[src/rtl/mc_ctrl_pkg.sv]
// mc_ctrl_pkg: shared encodings for the multicycle MIPS-subset controller
package mc_ctrl_pkg;
    typedef enum logic [3:0] {
        FETCH, DECODE, EXE_R, EXE_I, MEM_ADDR, MEM_RD, MEM_WR,
        WB_MEM, WB_R, WB_I, BRANCH, JUMP, JUMP_REG, HALT
    } state_t;
    typedef enum logic [3:0] {
        C_ADDU, C_SUBU, C_JR, C_ORI, C_LUI, C_LW, C_SW, C_BEQ, C_J, C_JAL, C_ILL
    } icls_t;
    localparam logic [5:0] OP_RTYPE = 6'b000000;
    localparam logic [5:0] OP_ORI   = 6'b001101;
    localparam logic [5:0] OP_LUI   = 6'b001111;
    localparam logic [5:0] OP_LW    = 6'b100011;
    localparam logic [5:0] OP_SW    = 6'b101011;
    localparam logic [5:0] OP_BEQ   = 6'b000100;
    localparam logic [5:0] OP_J     = 6'b000010;
    localparam logic [5:0] OP_JAL   = 6'b000011;
    localparam logic [5:0] F_SLL    = 6'b000000;
    localparam logic [5:0] F_ADDU   = 6'b100001;
    localparam logic [5:0] F_SUBU   = 6'b100011;
    localparam logic [5:0] F_JR     = 6'b001000;
    localparam logic [2:0] ALU_ADD  = 3'b000;
    localparam logic [2:0] ALU_SUB  = 3'b001;
    localparam logic [2:0] ALU_AND  = 3'b010;
    localparam logic [2:0] ALU_OR   = 3'b011;
    localparam logic [2:0] ALU_LUI  = 3'b100;
    localparam logic [1:0] SRCB_REG    = 2'b00;
    localparam logic [1:0] SRCB_FOUR   = 2'b01;
    localparam logic [1:0] SRCB_IMM    = 2'b10;
    localparam logic [1:0] SRCB_IMM_SH = 2'b11;
    localparam logic [1:0] PC_ALU    = 2'b00;
    localparam logic [1:0] PC_ALUOUT = 2'b01;
    localparam logic [1:0] PC_JUMP   = 2'b10;
    localparam logic [1:0] PC_REGA   = 2'b11;
    localparam logic [1:0] DST_RT = 2'b00;
    localparam logic [1:0] DST_RD = 2'b01;
    localparam logic [1:0] DST_RA = 2'b10;
    localparam logic [1:0] M2R_ALU = 2'b00;
    localparam logic [1:0] M2R_MDR = 2'b01;
    localparam logic [1:0] M2R_PC  = 2'b10;
    function automatic state_t class_next(input icls_t c);
        case (c)
            C_ADDU, C_SUBU: return EXE_R;
            C_JR:           return JUMP_REG;
            C_ORI, C_LUI:   return EXE_I;
            C_LW, C_SW:     return MEM_ADDR;
            C_BEQ:          return BRANCH;
            C_J, C_JAL:     return JUMP;
            default:        return FETCH;
        endcase
    endfunction
endpackage

[src/rtl/mc_instr_decode.sv]
// mc_instr_decode: maps op/funct to instruction class and legality
module mc_instr_decode
    import mc_ctrl_pkg::*;
(
    input  logic [5:0] op,
    input  logic [5:0] funct,
    output icls_t      cls,
    output logic       legal
);
    always_comb begin
        cls = C_ILL;
        case (op)
            OP_RTYPE: cls = (funct == F_ADDU || funct == F_SLL) ? C_ADDU :
                            funct == F_SUBU ? C_SUBU :
                            funct == F_JR   ? C_JR   : C_ILL;
            OP_ORI:   cls = C_ORI;
            OP_LUI:   cls = C_LUI;
            OP_LW:    cls = C_LW;
            OP_SW:    cls = C_SW;
            OP_BEQ:   cls = C_BEQ;
            OP_J:     cls = C_J;
            OP_JAL:   cls = C_JAL;
            default:  cls = C_ILL;
        endcase
    end
    assign legal = cls != C_ILL;
endmodule

[src/rtl/multicycle_ctrl.sv]
// multicycle_ctrl: multicycle FSM control; MULTICYCLE_CTRL_ILLEGAL_EN traps unsupported ops in HALT
module multicycle_ctrl
    import mc_ctrl_pkg::*;
(
    input  logic       clk,
    input  logic       reset,
    input  logic [5:0] op,
    input  logic [5:0] funct,
    input  logic       zero,
    output logic [2:0] aluOp,
    output logic       aluSrcA,
    output logic [1:0] aluSrcB,
    output logic       extOp,
    output logic       pcWrite,
    output logic [1:0] pcSrc,
    output logic       irWrite,
    output logic       memWrite,
    output logic       regWrite,
    output logic [1:0] regDst,
    output logic [1:0] memToReg,
    output logic       illegal
);
    state_t state, state_n, st;
    icls_t  cls, cls_q;
    logic   legal;
    mc_instr_decode u_dec (.op(op), .funct(funct), .cls(cls), .legal(legal));
    always_ff @(posedge clk) begin
        if (reset) begin
            state <= FETCH;
            cls_q <= C_ADDU;
        end else begin
            state <= state_n;
            if (state == DECODE) cls_q <= cls;
        end
    end
`ifdef MULTICYCLE_CTRL_ILLEGAL_EN
    logic ill_q;
    always_ff @(posedge clk) begin
        if (reset) ill_q <= 1'b0;
        else if (state == DECODE && !legal) ill_q <= 1'b1;
    end
    assign illegal = ill_q;
`else
    assign illegal = 1'b0;
`endif
    always_comb begin
        state_n = FETCH;
        case (state)
            FETCH:    state_n = DECODE;
`ifdef MULTICYCLE_CTRL_ILLEGAL_EN
            DECODE:   state_n = legal ? class_next(cls) : HALT;
`else
            DECODE:   state_n = legal ? class_next(cls) : FETCH;
`endif
            EXE_R:    state_n = WB_R;
            EXE_I:    state_n = WB_I;
            MEM_ADDR: state_n = cls_q == C_LW ? MEM_RD : MEM_WR;
            MEM_RD:   state_n = WB_MEM;
            HALT:     state_n = HALT;
            default:  state_n = FETCH;
        endcase
    end
    // outputs show the FETCH decode while reset is held, whatever the state register holds
    assign st = reset ? FETCH : state;
    always_comb begin
        aluOp    = ALU_ADD;
        aluSrcA  = 1'b0;
        aluSrcB  = SRCB_REG;
        extOp    = 1'b0;
        pcWrite  = 1'b0;
        pcSrc    = PC_ALU;
        irWrite  = 1'b0;
        memWrite = 1'b0;
        regWrite = 1'b0;
        regDst   = DST_RT;
        memToReg = M2R_ALU;
        case (st)
            FETCH:    begin irWrite = 1'b1; pcWrite = 1'b1; aluSrcB = SRCB_FOUR; end
            DECODE:   begin aluSrcB = SRCB_IMM_SH; extOp = 1'b1; end
            EXE_R:    begin aluSrcA = 1'b1; aluOp = cls_q == C_SUBU ? ALU_SUB : ALU_ADD; end
            EXE_I:    begin aluSrcA = 1'b1; aluSrcB = SRCB_IMM; aluOp = cls_q == C_LUI ? ALU_LUI : ALU_OR; end
            MEM_ADDR: begin aluSrcA = 1'b1; aluSrcB = SRCB_IMM; extOp = 1'b1; end
            MEM_WR:   memWrite = 1'b1;
            WB_MEM:   begin regWrite = 1'b1; memToReg = M2R_MDR; end
            WB_R:     begin regWrite = 1'b1; regDst = DST_RD; end
            WB_I:     regWrite = 1'b1;
            BRANCH:   begin aluSrcA = 1'b1; aluOp = ALU_SUB; pcSrc = PC_ALUOUT; pcWrite = zero; end
            JUMP:     begin
                pcWrite  = 1'b1;
                pcSrc    = PC_JUMP;
                regWrite = cls_q == C_JAL;
                regDst   = cls_q == C_JAL ? DST_RA : DST_RT;
                memToReg = cls_q == C_JAL ? M2R_PC : M2R_ALU;
            end
            JUMP_REG: begin pcWrite = 1'b1; pcSrc = PC_REGA; end
            default:  ;
        endcase
    end
endmodule
[config.mk]
export PLATFORM = sky130hd
export DESIGN_NAME = multicycle_ctrl
export DESIGN_NICKNAME = d
export VERILOG_FILES = /design/src/rtl/mc_ctrl_pkg.sv /design/src/rtl/mc_instr_decode.sv /design/src/rtl/multicycle_ctrl.sv
export SDC_FILE = /design/constraint.sdc
export NUM_CORES = 1
export LEC_CHECK = 0
export BUFFER_PORTS_ARGS = -buffer_cell sky130_fd_sc_hd__buf_4
export CAP_MARGIN = 20
export CORE_AREA = 2 2 50 52
export DETAILED_ROUTE_END_ITERATION = 10
export DIE_AREA = 0 0 52 54
export PLACE_DENSITY = 0.71
export SYNTH_ARGS = -nofsm -noshare
export SYNTH_HDL_FRONTEND = slang
export SYNTH_SLANG_ARGS = --single-unit
[constraint.sdc]
create_clock -name clk -period 5.3 [get_ports clk]
set_input_delay 0.53 -clock clk [delete_from_list [all_inputs] [get_ports clk]]
set_output_delay 0.53 -clock clk [all_outputs]
set_load 0.02 [all_outputs]
# Yosys cells after proc, flatten, opt, wreduce, memory -nomap -nowiden
# Memory sizes are Yosys's and may differ from the RTL's.
# Index checks and enable logic that the tools add are counted.
# op_classes
reduce_logical	10
mux	22
n_eq_ne	32
# ops
operator	n
$pmux W4 S8	1
$eq A4 B3 Y1 const B	7
$eq A4 B4 Y1 const B	7
$pmux W4 S7	1
$eq A6 B6 Y1 const B	4
$mux W4	5
$eq A6 B4 Y1 const B	3
$eq A4 B2 Y1 const B	4
$eq A4 B1 Y1 const B	3
$eq A6 B2 Y1 const B	2
$logic_not A6 Y1	2
$pmux W2 S3	2
$pmux W3 S3	1
$logic_not A4 Y1	2
$pmux W2 S2	2
$eq A6 B3 Y1 const B	1
$reduce_or A3 Y1	2
$mux W1	5
$mux W2	2
$ne A4 B4 Y1 const B	1
$pmux W1 S2	2
$reduce_or A2 Y1	2
$reduce_or A4 Y1	1
$mux W3	1
$logic_or A1 B1 Y1	1
# totals
n_memories	1
mem_bits_ro	64
wordCells	67
in_bits	15
regBits	8
out_inout_bits	18
# mem_list
memory	depth	width	read_ports	rd_ports_with_merged_regs	write_ports	line	rtl
(name not given)	16	4	1	0	0	mc_ctrl_pkg.sv:42	case (c)

# Longest topological paths before layout
# Gate-level depths: netlist of the first run.
# depth
word_depth	8
ltp_mapped	9
depth_no_buf	9

# By module
# A second synthesis of the first run with hierarchy kept.
# unflattened
hier_cells	142
area_unflattened_um2	1019.7
# modules_own_cells
mod	n_inst	cells_per_inst	area_each_um2	seq_area_each_um2
multicycle_ctrl	1	109	802.0	160.2
mc_instr_decode	1	33	217.7	0.0

# Worst setup path after synthesis of the first run
# Ideal clock, no wire load.
# synth_path
kind	input port to flip-flop
from	input funct[3]
to	register state[3]
slack_ns	2.784
arrival_ns	2.400
cell_stages	8
cell_sequence	or3_4 -> o311a_4 -> nor2b_1 -> a21oi_1 -> ha_1 -> a21oi_1 -> a211o_1 -> and4_1
# synth_between
elab_chain_len	8
# synth_rtl
element	line	rtl
start, declared	multicycle_ctrl.sv:8	input logic [5:0] funct,
$eq A6 B4 Y1	mc_instr_decode.sv:15	funct == F_JR ? C_JR : C_ILL;
$mux W4	mc_instr_decode.sv:15	
$mux W4	mc_instr_decode.sv:14	funct == F_SUBU ? C_SUBU :
$mux W4 (*)	mc_instr_decode.sv:13	OP_RTYPE: cls = (funct == F_ADDU || funct == F_SLL) ? C_ADDU :
$pmux W4 S8 (*)	mc_instr_decode.sv:12	case (op)
$mem_v2 Z16 W4 / $ne A4 B4 Y1 (equally long branches)	--	
$mux W4 (*)	multicycle_ctrl.sv:53	DECODE: state_n = legal ? class_next(cls) : FETCH;
$pmux W4 S7 (*)	multicycle_ctrl.sv:48	case (state)
end signal, assigned	multicycle_ctrl.sv:32	state <= state_n;
end, declared	multicycle_ctrl.sv:23	state_t state, state_n, st;
# Every way passes the cells marked *; elsewhere a longest branch is shown, timed or not.
# A chain may end at the register's enable or synchronous reset.

# Final worst setup path of the first run
# layout_path
from	register state[0]
to	output aluSrcB[0]
# layout_between
elab_chain_len	4
# layout_rtl
element	line	rtl
$mux W4 (*)	multicycle_ctrl.sv:64	assign st = reset ? FETCH : state;
$eq A4 B3 Y1 / $eq A4 B2 Y1 (equally long branches)	multicycle_ctrl.sv:77	case (st)
$reduce_or A2 Y1 (no line)	--	
$pmux W2 S3 (*)	multicycle_ctrl.sv:77	
end, declared	multicycle_ctrl.sv:12	output logic [1:0] aluSrcB,
# Marks and branches as above.

==> metrics, run 1 <==
status=complete, no violations; Pre-antenna DRT Iters=4; Max Clock Skew=0.00231 ns; Core ar.=roughly 0.0023 mm^2; die area=0.00281 mm^2; HPWL after DPL=2.04 mm; crit-path cells=inv_1 > nor4_2 > or2_2 > buf_4; CTS Hold Bufs=0; RSZ-0062 raised after global routing=no; min-delay worst type=flop to flop; Yosys reg bits=8; Tot GR Track Use=0.200; Post-synth ARST share=0; Final TNS setup=0 ns; Final setup viols=0; Ys Warns=0; Clock Latency Late Sink=roughly 0.25 ns; CTS Buf Count=3; final core utilization=0.543; Max Cap Viol=0; I/O Buffers=31; largest net degree at the start of global routing=16; CTS tree=done; number of global-route vias before repair=approximately 1000; Final Non-Filler Cells=~200; Static Leak=just over 0.5 nW; mapped cell area=roughly 990 um^2; Max VDD drop=between 0.1 and 0.15 mV; most common cell after layout, fill and taps aside=buf_4; Setup crit start kind=flop; Chip Height=about 54 um; WP data required=4.77 ns; clk sinks=8; clk buf depth=2; worst r2r src=state[0]$_SDFF_PP0_; Yosys cell types=49; Post-synth EDFFs=0; worst setup path startpoint=state[0]$_SDFF_PP0_; Iteration-0 DRC Markers=14; max incr delay on CP=between 0.7 and 0.8 ns; hold path startpoint=cls_q[1]$_SDFFE_PP0P_; CP max stage cell=nor4_2; worst path arrival time=~2.3 ns; register area share after synthesis=0.161; Pins Over Slew Limit=0; first-pass GRT wire length=around 4.4 mm; fin nets=between 150 and 200; Post-CTS Resized=0; DR vias=1128; final cycle utilization of the critical path=0.524; Cells after DPL=slightly below 200; Post-Syn Nets=160; routed len/inst=12.8 um; Achievable Freq=0.360 GHz; Remaining Overflow, GRT=0; # rows=18; CTS root buf=clkbuf_4; top_reg_cell synth=dfxtp_1; area growth from synthesis to layout=26.8%; clock slew at reported path FFs=about 0.05 ns; Final Hold Viols=0; pwr dens=149 mW/mm^2; total wire length=2.54 mm; max_slew headroom=0.465; Avg Cell Area, Syn=7.05 um^2; WS Path Type=flop to output pin; share of layout cells above drive strength 1=0.254; H-tree lvl count=1; Post-CTS Setup Bufs=0; Ports=33; placer's final routability congestion estimate=approximately 0.76; initial core utilization=0.428; min Tclk post-route=2.78 ns; # DRC=0; initial antenna violation count=0; Setup crit end kind=output pin; CP max FO=14; cells after synthesis=approximately 140; post-DR vias/cell=5.67; Antenna Nets Post-Route=0; commonest cells after routing, fill and taps aside=buf_4, nor2_1, nand2_1, a21oi_1, inv_1; die width=52 um; Least-Margin Pin Slew=~0.80 ns; Antenna Cells=0
-- cell families (layout without fill, tap and decap cells) --
kind of cell / after synthesis / after routing / synth area share
and+or+nand+nor: 69 / 69 / 0.374
AOI/OAI and AO/OA: 39 / 39 / 0.301
buffers and inverters: 15 / 43 / 0.0605
DFF: 8 / 8 / 0.161
adders and majority gates: 4 / 4 / 0.0504
muxes: 3 / 3 / 0.0315
xor gates and xnor gates: 2 / 2 / 0.0176
other: 1 / 1 / 0.00377
-- sequential cells by signal (all words and copies together) (netlist names) --
register,flops
state,4
cls_q,4
-- worst max-delay path: cells and delay by family, from the launching register on --
kind | cells | cell delay [ns]
flip-flops | 1 | 0.61
AND/OR/NAND/NOR | 2 | 1.00
buffers and inverters | 2 | 0.38
-- per-stage QoR --
stage	hold slack [ns]	instance area, um^2	power (mW)	setup WS [ns]
CTS	0.541	1260	0.188	2.54
floorplan	0.503	993	0.117	2.78
global route	0.577	1260	0.201	2.30
global placement	0.527	1240	0.142	2.57
finish	0.548	1260	0.187	2.52
detailed placement	0.535	1240	0.143	2.53
-- synth_stat cells, drive strengths merged, types with 2 or more instances --
library cell | n | area [um^2]
nor2 | 19 | 71.3
nand2 | 12 | 45.0
a21oi | 10 | 50.1
inv | 9 | 33.8
dfxtp | 8 | 160
nand3 | 6 | 30.0
o21ai | 6 | 30.0
clkbuf | 5 | 18.8
nor2b | 5 | 31.3
ha | 4 | 50.1
a211oi | 3 | 22.5
and2 | 3 | 18.8
nand4b | 3 | 26.3
nor3 | 3 | 15.0
nor4 | 3 | 25.0
a21o | 2 | 15.0
a22oi | 2 | 15.0
a31oi | 2 | 18.8
a32o | 2 | 20.0
mux2i | 2 | 20.0
nand2b | 2 | 12.5
nand4 | 2 | 12.5
o211ai | 2 | 15.0
o22ai | 2 | 12.5
or2 | 2 | 12.5
or3 | 2 | 17.5
or4 | 2 | 15.0
-- power by group --
part | switching (mW) | total (mW) | internal (mW)
sequential | 0.00797 | 0.0724 | 0.0644
clock | 0.0193 | 0.0451 | 0.0258
combinational | 0.0386 | 0.0696 | 0.0310
total | 0.0659 | 0.187 | 0.121
-- layer usage --
| layer | track usage | routed length [um] | part of all wire |
|---|---|---|---|
| met1 | 0.250 | 1150 | 0.45 |
| met2 | 0.373 | 1280 | 0.51 |
| met3 | 0.0167 | 96 | 0.038 |
| met4 | 0.0395 | 10 | 0.0039 |
| met5 | 0 | 0 | 0 |
-- path summary, 6_finish.rpt --
kind,end,cells after the start,slack (ns)
setup / recovery,aluSrcB[0],4,2.52
hold / removal,cls_q[1]$_SDFFE_PP0P_,2,0.55
setup reg to reg,state[0]$_SDFF_PP0_,5,3.07
hold reg to reg,cls_q[1]$_SDFFE_PP0P_,2,0.55
-- cell type report --
cell class,count,area [um^2]
fillers,218,1060
multi-input cells,118,773
repair buffers,31,233
flip-flops and latches,8,160
well taps,30,37.5
inverters,9,33.8
clock buffers,3,22.5
Power figures use the tool's default switching activity.
==> run 2: changes to the inputs <==
Settings changed: ABC_AREA from default to 1, CORE_AREA 2 2 50 52 to 2 2 52 54, DIE_AREA 0 0 52 54 to 0 0 54 56, PLACE_DENSITY 0.71 to 0.69.
Clock period 5.3 ns to 2.9 ns, I/O delays scaled along.
==> run 2 against run 1 <==
Effect of this change: critical path type unchanged; largest cell class unchanged; hold slack worse by 0.24 ns; sequential cell count unchanged; sequential power increased by 82%; register-to-register slack got worse by 1.6 ns; utilization increased by 0.16 points; synthesized cell count up 38%.
==> metrics, run 2 <==
status=complete, no violations; Antenna Cells=0; mux contribution to synthesized area=0; Internal=approximately 0.23 mW; adder-cell share of the synthesized area=0.0480; Setup crit start kind=flop; CTS Buf Count=3; hold path startpoint=reset; Antenna Nets Post-Route=0; critical path's top delay family=buffers and inverters; cell mode on critical path=inv_1; area growth from synthesis to layout=27.0%; Synth top area share=0.165; initial antenna violation count=0; HPWL after DPL=around 2.1 mm; hold_ws=0.305 ns; Final Hold Viols=0; first-pass GRT wire length=around 4.2 mm; register area share after synthesis=0.153; routed len/inst=between 9 and 10 um; Synth area leaders=inv_1, dfxtp_1, nor2_1; Post-Syn Nets=about 210; die area=around 0.003 mm^2; min Tclk post-route=~2.1 ns; number of global-route vias before repair=between 1000 and 1500; clk buf depth=2; Max VDD drop=between 0.2 and 0.25 mV; sequential share of power=0.352; CTS Hold Bufs=0; Net Sw Power=between 0.1 and 0.15 mW; Clock Latency Late Sink=between 0.2 and 0.3 ns; Post-CTS Resized=0; placer's final routability congestion estimate=between 0.8 and 0.9; switching share of power=0.388; worst path arrival time=between 1.5 and 2 ns; pwr dens=around 280 mW/mm^2; cells after synthesis=approximately 200; Setup crit end kind=output pin; post-layout total power=~0.37 mW; Post-CTS Setup Bufs=0; leading registers by flop count=cls_q (4), state (4); RSZ-0062 raised after global routing=no; share of layout cells above drive strength 1=0.225; Pins Over Slew Limit=0; reg2reg end=state[3]$_SDFF_PP0_; CTS root buf=clkbuf_4; Hold Path End=state[1]$_SDFF_PP0_; clk sinks=8; most common cell after layout, fill and taps aside=inv_1; xor/xnor share of the synthesized area=0; Max Clock Skew=between 0.007 and 0.008 ns; Yosys reg bits=8; final cycle utilization of the critical path=0.710; total wire length=approximately 2.5 mm; Pre-antenna DRT Iters=4; DR vias=1210; WP data required=~2.6 ns; commonest cells after routing, fill and taps aside=inv_1, nor2_1, nand2_1, buf_4, nand3_1; dpl ws=~1.0 ns; CP Buf/Inv Count=4; final worst slack=around 0.84 ns; fin nets=approximately 250; Post-synth ARST share=0; post-DR vias/cell=~4.7; largest net degree at the start of global routing=14; worst r2r src=state[0]$_SDFF_PP0_; cell with the most instances after synthesis=inv_1; # DRC=0; Iteration-0 DRC Markers=31; reg2reg path depth=8; Post-synth EDFFs=0; Core ar.=between 0.002 and 0.0025 mm^2; FF-to-FF setup slack=around 1.4 ns; Static Leak=0.727 nW; hold depth=2; Remaining Overflow, GRT=0; clock share of power=0.227; WS Path Type=flop to output pin; initial core utilization=0.429; max incr delay on CP=roughly 0.37 ns; Final TNS setup=0 ns; Achievable Freq=approximately 0.5 GHz; die width=about 54 um; Tot GR Track Use=0.179; I/O Buffers=31; Yosys cell types=28; min-delay worst type=input pin to flop; crit-path cells=inv_1 > nor2_1 > inv_1 > nor2_4 > inv_1 > a21oi_1 > or2_2 > buf_4; Final setup viols=0; CP max stage cell=dfxtp_1; Avg Cell Area, Syn=around 5.4 um^2; Chip Height=56 um; # rows=18; largest family of logic cells by synthesized area=simple AND/OR/NAND/NOR gates; Max Cap Viol=0; Combinational Power Share=0.420; Synth Area in Simple Gates=0.489; CP max FO=6; Ports=33; H-tree lvl count=1; CTS tree=done; Synth top cells by count=inv_1, nor2_1, nand2_1, nand3_1; mapped cell area=~0.0010 mm^2; largest area contributor in the netlist=inv_1; top_reg_cell synth=dfxtp_1; Synth Area in Compound Gates=0.122; Ys Warns=0; clock slew at reported path FFs=approximately 0.060 ns
-- run 2: cell count changes after synthesis, moves of 3 or more --
cell      change
nand2_1      +21
nand4_1       +3
nor2_2        +6
nor2_1       +19
clkbuf_1      -4
nand4b_1      -3
nor2b_1       -5
nand2_2       +3
inv_1        +37
nand3_1       +9
-- run 2: cells by family after synthesis --
logic type	count (synthesis)
AOI/OAI and AO/OA	21
buffers and inverters	50
DFF	8
other	1
and+or+nand+nor	111
adders and majority gates	4
-- run 2: metal layers --
metal  vias up  GRT usage  part of all wire
met2        24      0.268              0.44
met4         0     0.0321            0.0069
met5         -          0                 0
met1       518      0.257              0.51
met3         2     0.0484             0.038
li1        666          -                 -
-- run 2: final cells by class --
class	count	area [um^2]
Tap cell	30	37.5
Fill cell	273	1110
Inverter	48	180
Multi-Input combinational cell	137	692
Sequential cell	8	160
Timing Repair Buffer	31	233
Clock buffer	3	22.5
-- run 2: power groups by stage --
stage               clock network, mW  logic [mW]  registers [mW]
global route                   0.0962       0.178           0.133
CTS                            0.0891       0.157           0.131
floorplan                           0       0.105           0.132
finish                         0.0849       0.157           0.132
detailed placement                  0       0.157           0.134
global placement                    0       0.157           0.134
-- run 2: worst max-delay path by stage --
stage | start | slack (ns) | cells past startpoint | end
global route | state[0]$_SDFF_PP0_ | 0.68 | 8 | aluSrcB[1]
floorplan | state[1]$_SDFF_PP0_ | 0.98 | 8 | aluOp[0]
global placement | op[3] | 1.06 | 12 | state[2]$_SDFF_PP0_
CTS | state[0]$_SDFF_PP0_ | 0.83 | 8 | aluSrcB[1]
detailed placement | op[3] | 1.04 | 12 | state[2]$_SDFF_PP0_
finish | state[0]$_SDFF_PP0_ | 0.84 | 8 | aluSrcB[1]
-- run 2: metrics by stage --
stage,utilization,area [um^2],instances
4_1_cts,0.545,1330,257
6_report,0.545,1330,257
5_1_grt,0.545,1330,257
3_3_place_gp,0.535,1300,254
3_5_place_dp,0.535,1300,254
2_1_floorplan,-,1040,195
